<file path="config.mk">
export PLATFORM = sky130hd
export DESIGN_NAME = ctrl_fsm_flat
export DESIGN_NICKNAME = d
export VERILOG_FILES = /design/src/rtl/ctrl_fsm_if.sv /design/src/rtl/ctrl_fsm.sv /design/src/flat_wrapper.sv
export SDC_FILE = /design/constraint.sdc
export NUM_CORES = 1
export LEC_CHECK = 0
export ABC_AREA = 1
export CELL_PAD_IN_SITES_DETAIL_PLACEMENT = 0
export CELL_PAD_IN_SITES_GLOBAL_PLACEMENT = 1
export CORE_MARGIN = 4
export CORE_UTILIZATION = 31
export CTS_CLUSTER_DIAMETER = 100
export CTS_CLUSTER_SIZE = 25
export DETAILED_ROUTE_END_ITERATION = 8
export PLACE_DENSITY_LB_ADDON = 0.1
export SLEW_MARGIN = 20
export SYNTH_ARGS = -nofsm -noshare
export SYNTH_HDL_FRONTEND = slang
export SYNTH_SLANG_ARGS = --single-unit
</file>
<file path="constraint.sdc">
create_clock -name Clk -period 1.4 [get_ports Clk]
set_input_delay 0.14 -clock Clk [delete_from_list [all_inputs] [get_ports Clk]]
set_output_delay 0.14 -clock Clk [all_outputs]
set_load 0.01 [all_outputs]
</file>
<file path="src/rtl/ctrl_fsm_if.sv">
// ctrl_fsm bus: instruction fetch, ALU flags,
// data memory handshake and datapath strobes.
interface ctrl_fsm_if #(
  parameter int IW = 9
);
  logic [IW-1:0] Instruction;
  logic          instr_valid;
  logic          ZERO;
  logic          BEVEN;
  logic          mem_ready;
  logic          instr_ack;
  logic          jump_en;
  logic          branch_en;
  logic          reg_write;
  logic          mem_read;
  logic          mem_write;
  logic          memToReg;
  logic          halted;
  logic          fault;

  modport master (
    input  Instruction, instr_valid,
    input  ZERO, BEVEN, mem_ready,
    output instr_ack, jump_en, branch_en,
    output reg_write, mem_read, mem_write,
    output memToReg, halted, fault
  );

  modport slave (
    output Instruction, instr_valid,
    output ZERO, BEVEN, mem_ready,
    input  instr_ack, jump_en, branch_en,
    input  reg_write, mem_read, mem_write,
    input  memToReg, halted, fault
  );
endinterface

</file>
<file path="src/rtl/ctrl_fsm.sv">
// Multi-cycle control sequencer: fetch, execute,
// memory wait with bounded timeout, sticky halt.
module ctrl_fsm #(
  parameter int IW = 9,
  parameter int OPW = 5,
  parameter logic [OPW-1:0] OP_LBR  = 5'h01,
  parameter logic [OPW-1:0] OP_SBR  = 5'h02,
  parameter logic [OPW-1:0] OP_BR   = 5'h03,
  parameter logic [OPW-1:0] OP_JMP  = 5'h04,
  parameter logic [OPW-1:0] OP_CMP  = 5'h05,
  parameter logic [OPW-1:0] OP_HALT = 5'h1F,
  parameter int TIMEOUT = 8
) (
  input logic Clk,
  input logic Reset_n,
  ctrl_fsm_if.master bus
);
  localparam int CW = $clog2(TIMEOUT) + 1;
  localparam logic [CW-1:0] CNT_LAST =
    CW'(TIMEOUT - 1);

  typedef enum logic [1:0] {
    FETCH, EXEC, MEM, HALTED
  } state_t;

  state_t        state, state_d;
  logic [IW-1:0] ir, ir_d;
  logic          zf, zf_d;
  logic          ef, ef_d;
  logic          flt, flt_d;
  logic [CW-1:0] cnt, cnt_d;
  logic [OPW-1:0] op;
  logic [1:0]    cc;
  logic          take;
  logic          is_ld;

  assign op    = ir[OPW-1:0];
  assign cc    = ir[OPW+1:OPW];
  assign is_ld = (op == OP_LBR);

  // Branch condition from the registered flags
  always_comb begin
    take = 1'b0;
    unique case (cc)
      2'b00: take = 1'b1;
      2'b01: take = zf;
      2'b10: take = ~zf;
      2'b11: take = ef;
      default: take = 1'b0;
    endcase
  end

  // State, ir, flags, counter and fault registers
  always_ff @(posedge Clk or negedge Reset_n) begin
    if (!Reset_n) begin
      state <= FETCH;
      ir    <= '0;
      zf    <= 1'b0;
      ef    <= 1'b0;
      flt   <= 1'b0;
      cnt   <= '0;
    end else begin
      state <= state_d;
      ir    <= ir_d;
      zf    <= zf_d;
      ef    <= ef_d;
      flt   <= flt_d;
      cnt   <= cnt_d;
    end
  end

  // Next-state and strobe decode
  always_comb begin
    state_d = state;
    ir_d    = ir;
    zf_d    = zf;
    ef_d    = ef;
    flt_d   = flt;
    cnt_d   = cnt;
    bus.instr_ack = 1'b0;
    bus.jump_en   = 1'b0;
    bus.branch_en = 1'b0;
    bus.reg_write = 1'b0;
    bus.mem_read  = 1'b0;
    bus.mem_write = 1'b0;
    bus.memToReg  = 1'b0;
    bus.halted    = 1'b0;
    bus.fault     = flt;
    unique case (state)
      FETCH: begin
        if (bus.instr_valid) begin
          ir_d    = bus.Instruction;
          state_d = EXEC;
        end
      end
      EXEC: begin
        unique case (1'b1)
          (op == OP_CMP): begin
            zf_d = bus.ZERO;
            ef_d = bus.BEVEN;
            bus.instr_ack = 1'b1;
            state_d = FETCH;
          end
          (op == OP_BR): begin
            bus.branch_en = take;
            bus.instr_ack = 1'b1;
            state_d = FETCH;
          end
          (op == OP_JMP): begin
            bus.jump_en   = 1'b1;
            bus.instr_ack = 1'b1;
            state_d = FETCH;
          end
          (op == OP_LBR): begin
            bus.mem_read = 1'b1;
            bus.memToReg = 1'b1;
            cnt_d   = '0;
            state_d = MEM;
          end
          (op == OP_SBR): begin
            bus.mem_write = 1'b1;
            cnt_d   = '0;
            state_d = MEM;
          end
          (op == OP_HALT): begin
            state_d = HALTED;
          end
          default: begin
            bus.reg_write = 1'b1;
            bus.instr_ack = 1'b1;
            state_d = FETCH;
          end
        endcase
      end
      MEM: begin
        bus.mem_read  = is_ld;
        bus.memToReg  = is_ld;
        bus.mem_write = ~is_ld;
        if (bus.mem_ready) begin
          bus.instr_ack = 1'b1;
          bus.reg_write = is_ld;
          state_d = FETCH;
        end else if (cnt == CNT_LAST) begin
          flt_d   = 1'b1;
          state_d = HALTED;
        end else begin
          cnt_d = cnt + 1'b1;
        end
      end
      HALTED: begin
        bus.halted = 1'b1;
      end
      default: begin
        state_d = FETCH;
      end
    endcase
  end
endmodule

</file>
<file path="src/flat_wrapper.sv">
// flat-port wrapper written by rule: the top's interface ports become plain ports
module ctrl_fsm_flat 
#(
  parameter int IW = 9,
  parameter int OPW = 5,
  parameter logic [OPW-1:0] OP_LBR  = 5'h01,
  parameter logic [OPW-1:0] OP_SBR  = 5'h02,
  parameter logic [OPW-1:0] OP_BR   = 5'h03,
  parameter logic [OPW-1:0] OP_JMP  = 5'h04,
  parameter logic [OPW-1:0] OP_CMP  = 5'h05,
  parameter logic [OPW-1:0] OP_HALT = 5'h1F,
  parameter int TIMEOUT = 8
)
  (Clk, Reset_n, bus_Instruction, bus_instr_valid, bus_ZERO, bus_BEVEN, bus_mem_ready, bus_instr_ack, bus_jump_en, bus_branch_en, bus_reg_write, bus_mem_read, bus_mem_write, bus_memToReg, bus_halted, bus_fault);
  ctrl_fsm_if #(.IW(IW)) bus_i ();
  input logic Clk;
  input logic Reset_n;
  input wire logic [$bits(bus_i.Instruction)-1:0] bus_Instruction;
  input wire logic [$bits(bus_i.instr_valid)-1:0] bus_instr_valid;
  input wire logic [$bits(bus_i.ZERO)-1:0] bus_ZERO;
  input wire logic [$bits(bus_i.BEVEN)-1:0] bus_BEVEN;
  input wire logic [$bits(bus_i.mem_ready)-1:0] bus_mem_ready;
  output wire logic [$bits(bus_i.instr_ack)-1:0] bus_instr_ack;
  output wire logic [$bits(bus_i.jump_en)-1:0] bus_jump_en;
  output wire logic [$bits(bus_i.branch_en)-1:0] bus_branch_en;
  output wire logic [$bits(bus_i.reg_write)-1:0] bus_reg_write;
  output wire logic [$bits(bus_i.mem_read)-1:0] bus_mem_read;
  output wire logic [$bits(bus_i.mem_write)-1:0] bus_mem_write;
  output wire logic [$bits(bus_i.memToReg)-1:0] bus_memToReg;
  output wire logic [$bits(bus_i.halted)-1:0] bus_halted;
  output wire logic [$bits(bus_i.fault)-1:0] bus_fault;
  assign bus_i.Instruction = bus_Instruction;
  assign bus_i.instr_valid = bus_instr_valid;
  assign bus_i.ZERO = bus_ZERO;
  assign bus_i.BEVEN = bus_BEVEN;
  assign bus_i.mem_ready = bus_mem_ready;
  assign bus_instr_ack = bus_i.instr_ack;
  assign bus_jump_en = bus_i.jump_en;
  assign bus_branch_en = bus_i.branch_en;
  assign bus_reg_write = bus_i.reg_write;
  assign bus_mem_read = bus_i.mem_read;
  assign bus_mem_write = bus_i.mem_write;
  assign bus_memToReg = bus_i.memToReg;
  assign bus_halted = bus_i.halted;
  assign bus_fault = bus_i.fault;
  ctrl_fsm #(.IW(IW), .OPW(OPW), .OP_LBR(OP_LBR), .OP_SBR(OP_SBR), .OP_BR(OP_BR), .OP_JMP(OP_JMP), .OP_CMP(OP_CMP), .OP_HALT(OP_HALT), .TIMEOUT(TIMEOUT)) u_core (.Clk(Clk), .Reset_n(Reset_n), .bus(bus_i));
endmodule
</file>
==> flow_summary_export.csv, run 1 <==
group,metric,value,unit
grt,grt_max_degree,17,
finish,multi_input_area,678,µm²
logic_synthesis,synthMuxAreaShare,2.23,%
critical_path,critical_path_class,"flop to output port",
placement,hpwl,1890,µm
finish,drive_above_1_share,46.2,%
logic_synthesis,async_reset_ff_share,100,%
die,core,0.00308,mm²
clocking,cts_tree,"yes",
clocking,clk-insertion-delay-late,280,ps
finish,postLayoutCoreUtil,54.2,%
grt,grt_pass1_vias,1042,
drt,vias,1027,
logic_synthesis,syn_area,0.00101,mm²
logic_synthesis,synth_top_area_cell,"dfrtp_1",
logic_synthesis,syn_inst,131,
drt,dr_wl_met3,117,µm
finish,diodes,0,
drt,routedWlPerCell,11.7,µm
drt,route.antenna.remaining_nets,0,
grt,grt_overflow_total,0,
critical_path,timing.rr.start,"u_core.state[0]",
logic_synthesis,synth_fa_ha_area_share,7.43,%
critical_path,setup.worst_path.start_class,"flop",
finish,seqCellArea,400,µm²
logic_synthesis,yosys.area.top_type_share,39.7,%
drt,wl_met1,1150,µm
clocking,cts_max_path_buffers,2,
drt,firstDrtPassIters,5,
timing,setup_slack,-208,ps
logic_synthesis,yosys_warnings,0,
critical_path,setup.worst_path.start,"u_core.ir[0]",
clocking,holdBufCountCts,0,
clocking,htreeDepth,1,
logic_synthesis,yosys.area_share.simple,30.9,%
job,drv_cap,0,
placement,port_buffers,21,
power_and_ir_drop,power_per_cell_area,455,mW/mm²
logic_synthesis,synth_edf_count,0,
timing,post-route-min-period,1610,ps
logic_synthesis,synth_seq_cells,16,
critical_path,crit_fanout,5,
power_and_ir_drop,vdd_drop_max,0.244,mV
clocking,cts_root_buffer,"clkbuf_4",
logic_synthesis,synth_ff_type,"dfrtp_1",
clocking,numClockSinks,16,
power_and_ir_drop,leakage,0.770,nW
clocking,clk_pin_slew,90,ps
outcome,outcome,"complete, but fails checks",
placement,dp_worst_setup_slack,-427,ps
timing,setup_viol,13,
finish,fin_area,0.00167,mm²
die,ios,24,
timing,maxSlewViolCount,0,
die,dieArea,0.00423,mm²
drt,drt-total-wl,2670,µm
min_path,hold_class,"primary input to asynchronous set/reset pin",
placement,placed_area,0.00146,mm²
timing,slew_headroom,84.9,%
die,die_w,65.1,µm
outcome,violations,"negative setup slack",
drt,drtIter0Drc,27,
critical_path,crit_required,1260,ps
critical_path,crit_path_end_kind,"output port",
logic_synthesis,synth-compound-area-share,10.8,%
logic_synthesis,yosys.area_share.xor_xnor,0.867,%
logic_synthesis,ys_seq_area_share,39.7,%
drt,wl_met2,1360,µm
drt,vias_per_cell,4.50,
critical_path,cp.arrival,1470,ps
timing,finClkSkew,3.98,ps
timing,hold_violations,0,
finish,area_growth,65.2,%
die,fp-row-count,20,
grt,track_usage,13.4,%
finish,final.fill_count,303,
logic_synthesis,synth_common_cells,"30 x nand2_1, 18 x inv_1, 16 x dfrtp_1",
timing,period_share,115,%
placement,gp_congestion,0.845,
clocking,cts_buffers,3,
logic_synthesis,synth.most_common_cell,"nand2_1",
logic_synthesis,synth_top_family_by_area,"simple AND/OR/NAND/NOR gates",
timing,rsz0062_at_grt,"yes",
timing,fmax,622,MHz
timing,tightest_slew,227,ps
logic_synthesis,synth.avg_cell_area,7.71,µm²
logic_synthesis,synth_nets,152,
logic_synthesis,ys_types,25,
grt,grt_pass1_wl,4420,µm
grt,antenna_found_initial,0,
logic_synthesis,synth_area_leaders,"dfrtp_1 40%, nand2_1 11%, ha_1 7.4%",
die,initial_core_util,32.8,%
die,die_y,65.1,µm
drt,remaining_drc_errors,0,
finish,nets,207,
drt,top_layer,"met4",
## power by group
part / switching (mW) / internal [mW] / total (mW)
Clock: 0.140 / 0.0999 / 0.240
Sequential: 0.000724 / 0.463 / 0.464
Combinational: 0.0179 / 0.0365 / 0.0545
Total: 0.159 / 0.600 / 0.758
## through the flow
| step | power, mW | hold slack [ps] | setup TNS, ps | std cells |
|---|---|---|---|---|
| global placement | 0.528 | 466 | -2340 | 220 |
| finish | 0.758 | 165 | -1560 | 228 |
| floorplan | 0.477 | -156 | 0 | 131 |
| detailed placement | 0.528 | 469 | -2790 | 220 |
| global route | 0.810 | 166 | -2900 | 228 |
| CTS | 0.777 | 161 | -1560 | 227 |
## registers in the layout (all words and copies together) (netlist names)
| register | cells |
|---|---|
| u_core.cnt | 4 |
| u_core.state | 2 |
| u_core.ef | 1 |
| u_core.ir | 7 |
| u_core.zf | 1 |
| u_core.bus.fault | 1 |
## repair_timing
item / 4_1_cts / 5_1_grt
endpoints found under the setup margin: 14 / 14
buffers inserted: 5 / 2
resized for setup: 59 / 22
hold endpoints to repair: 0 / 0
pin swaps: 6 / 10
## worst max-delay path, stage by stage, from the launching register on
cell     delay [ps]
dfrtp_1         470
nand2_1         170
nor2_2          220
a21oi_4          80
nand2_1          70
nand2_1          40
buf_2           130
## area by class of cell
cell class,instances,share of cell area [%]
Clock buffer,3,1.35
Inverter,19,4.73
Multi-Input combinational cell,94,40.7
Sequential cell,16,24.0
Tap cell,44,3.30
Timing Repair Buffer,52,26.0
## logic make-up after synthesis
logic type / count (synthesis)
flip-flops: 16
XOR/XNOR: 1
AND/OR/NAND/NOR: 67
multiplexers: 2
buffers and inverters: 21
adder cells (fa/ha/maj): 6
AO/OA/AOI/OAI: 18
## path summary, 6_finish.rpt
path | endpoint | slack, ps | cells past startpoint
worst max-delay path | bus_instr_ack | -210 | 6
worst min-delay path | u_core.ir[6] | 160 | 2
worst max register to register | u_core.cnt[1] | -110 | 11
worst min register to register | u_core.bus.fault | 490 | 1
max in group asynchronous | u_core.bus.fault | 1050 | 2
min in group Clk | u_core.zf | 410 | 3
## metal layers
layer	up-vias	GRT usage [%]
li1	525	-
met1	481	14.7
met2	17	24.5
met3	4	4.16
met4	0	4.15
met5	-	0
## layout by cell type, fill, tap and decap left out, types with 3 or more instances in the layout
cell,n
buf_2,5
o21ai_0,3
inv_2,6
nand2_1,24
a21oi_1,6
clkbuf_4,3
nor2_2,3
clkdlybuf4s50_1,13
nand4_1,3
buf_4,28
ha_4,4
dfrtp_1,16
a21oi_2,4
nand2_2,6
nor2_4,5
nand3_2,4
inv_1,11
nand3_1,8
nor2_1,9
nand2_4,3
buf_6,6
No activity file was read; power rests on OpenSTA's default activity.
==> inputs of run 2 (changes only) <==
Settings changed: TNS_END_PERCENT set to 10.
==> flow_summary_export.csv, run 2 (synthesis gave the netlist of run 1 again) <==
group,metric,value,unit
outcome,outcome,"complete, but fails checks",
outcome,violations,"negative setup slack",
critical_path,setup.worst_path.start,"u_core.state[0]",
timing,slew_headroom,80.5,%
drt,drt-total-wl,2490,µm
finish,largest_reg_flops,7,
drt,top_layer,"met4",
power_and_ir_drop,vdd_drop_max,0.323,mV
timing,setup_viol,12,
finish,multi_input_area,618,µm²
finish,fin_area,0.00159,mm²
finish,final_common_cell,"nand2_1",
drt,dr_wl_met3,60,µm
timing,maxSlewViolCount,0,
finish,area_growth,57.1,%
timing,setup_slack,-243,ps
drt,firstDrtPassIters,4,
clocking,cts_max_path_buffers,2,
timing,tightest_slew,293,ps
placement,port_buffers,21,
clocking,clk_pin_slew,100,ps
min_path,hold_class,"primary input to asynchronous set/reset pin",
critical_path,crit_required,1260,ps
timing,rsz0062_at_grt,"yes",
clocking,cts_buffers,3,
timing,period_share,117,%
critical_path,setup.worst_path.start_class,"flop",
grt,grt_overflow_total,0,
clocking,cts_root_buffer,"clkbuf_4",
grt,antenna_found_initial,0,
finish,diodes,0,
critical_path,critical_path_class,"flop to output port",
drt,drtIter0Drc,56,
clocking,cts_tree,"yes",
die,ios,24,
finish,postLayoutCoreUtil,51.5,%
placement,hpwl,1930,µm
grt,track_usage,12.7,%
critical_path,slowest_delay,390,ps
drt,route.antenna.remaining_nets,0,
finish,top_regs,"u_core.ir: 7 flops, u_core.cnt: 4 flops, u_core.state: 2 flops",
grt,grt_pass1_wl,4190,µm
critical_path,critPathBufInv,3,
finish,seqCellArea,400,µm²
drt,wl_met1,1100,µm
timing,fmax,609,MHz
finish,regMostFlops,"u_core.ir",
finish,drive_above_1_share,40.1,%
power_and_ir_drop,p_total,843,µW
critical_path,slowest_stage,"dfrtp_1",
drt,vias,1011,
critical_path,crit_fanout,3,
placement,placed_area,0.00145,mm²
drt,routedWlPerCell,11.0,µm
job,drv_cap,0,
grt,grt_max_degree,17,
drt,remaining_drc_errors,0,
die,dieArea,0.00423,mm²
die,die_y,65.1,µm
timing,finClkSkew,6.62,ps
critical_path,worstPathCellList,"inv_2, ha_4, inv_4, a21oi_4, nand3_2, nand2_1, buf_2",
die,initial_core_util,32.8,%
critical_path,cp.arrival,1500,ps
finish,layout_common_cells,"29 x nand2_1, 26 x buf_4, 16 x dfrtp_1, 13 x clkdlybuf4s50_1, 12 x inv_1",
critical_path,cp_top_family,"flip-flops",
power_and_ir_drop,leakage,0.745,nW
critical_path,timing.rr.start,"u_core.state[0]",
grt,grt_pass1_vias,989,
finish,final.fill_count,316,
placement,gp_congestion,0.757,
drt,vias_per_cell,4.47,
die,core,0.00308,mm²
clocking,htreeDepth,1,
timing,hold_violations,0,
die,die_w,65.1,µm
timing,post-route-min-period,1640,ps
finish,nets,204,
clocking,clk-insertion-delay-late,300,ps
power_and_ir_drop,power_per_cell_area,532,mW/mm²
drt,wl_met2,1300,µm
critical_path,crit_path_end_kind,"output port",
die,fp-row-count,20,
clocking,numClockSinks,16,
-- run 2: cell count changes in the layout (fill, tap and decap cells not counted), moves of 2 or more --
cell     delta
buf_4       -2
buf_6       -2
nand2_1     +5
nand2_2     -4
nor2_2      +3
nor2_4      -4
-- run 2: power by group --
part | internal [mW] | switching, mW | total [mW] | leakage [nW]
registers | 0.463 | 0.000721 | 0.464 | 0.174
clock network | 0.159 | 0.166 | 0.325 | 0.0210
logic | 0.0365 | 0.0180 | 0.0545 | 0.550
-- run 2: metrics by stage --
step	setup TNS, ps	hold slack [ps]	instances	setup WS (ps)
after floorplan	-7.55	-156	131	-7.55
after global placement	-2830	469	219	-325
final	-1500	144	226	-243
after global routing	-2590	160	226	-307
after CTS	-1450	146	226	-204
after detailed placement	-3110	470	219	-367
-- run 2: layout make-up --
cell class | count | area share, %
Sequential cell | 16 | 25.2
Multi-Input combinational cell | 94 | 39.0
Clock buffer | 4 | 2.29
Inverter | 19 | 4.81
Timing Repair Buffer | 49 | 25.2
Tap cell | 44 | 3.47
-- run 2: worst paths after layout --
check	cells past startpoint	endpoint	slack [ps]
min	2	u_core.cnt[1]	140
max	7	bus_reg_write	-240
max reg2reg	11	u_core.cnt[3]	-80
max in group asynchronous	2	u_core.ir[4]	1070
min reg2reg	1	u_core.bus.fault	490
min in group Clk	3	u_core.ef	390
-- run 2: timing repair --
action                     CTS  global route
cloned                       0             0
hold buffers                 0             0
resized for setup           57             6
pin swaps                    5             4
buffers inserted             3             0
setup endpoints to repair   14            13
-- run 2: routing by layer --
layer	vias up	global-route usage, %
met5	-	0
met4	0	3.11
met3	3	2.77
met2	11	23.4
met1	470	14.8
li1	527	-
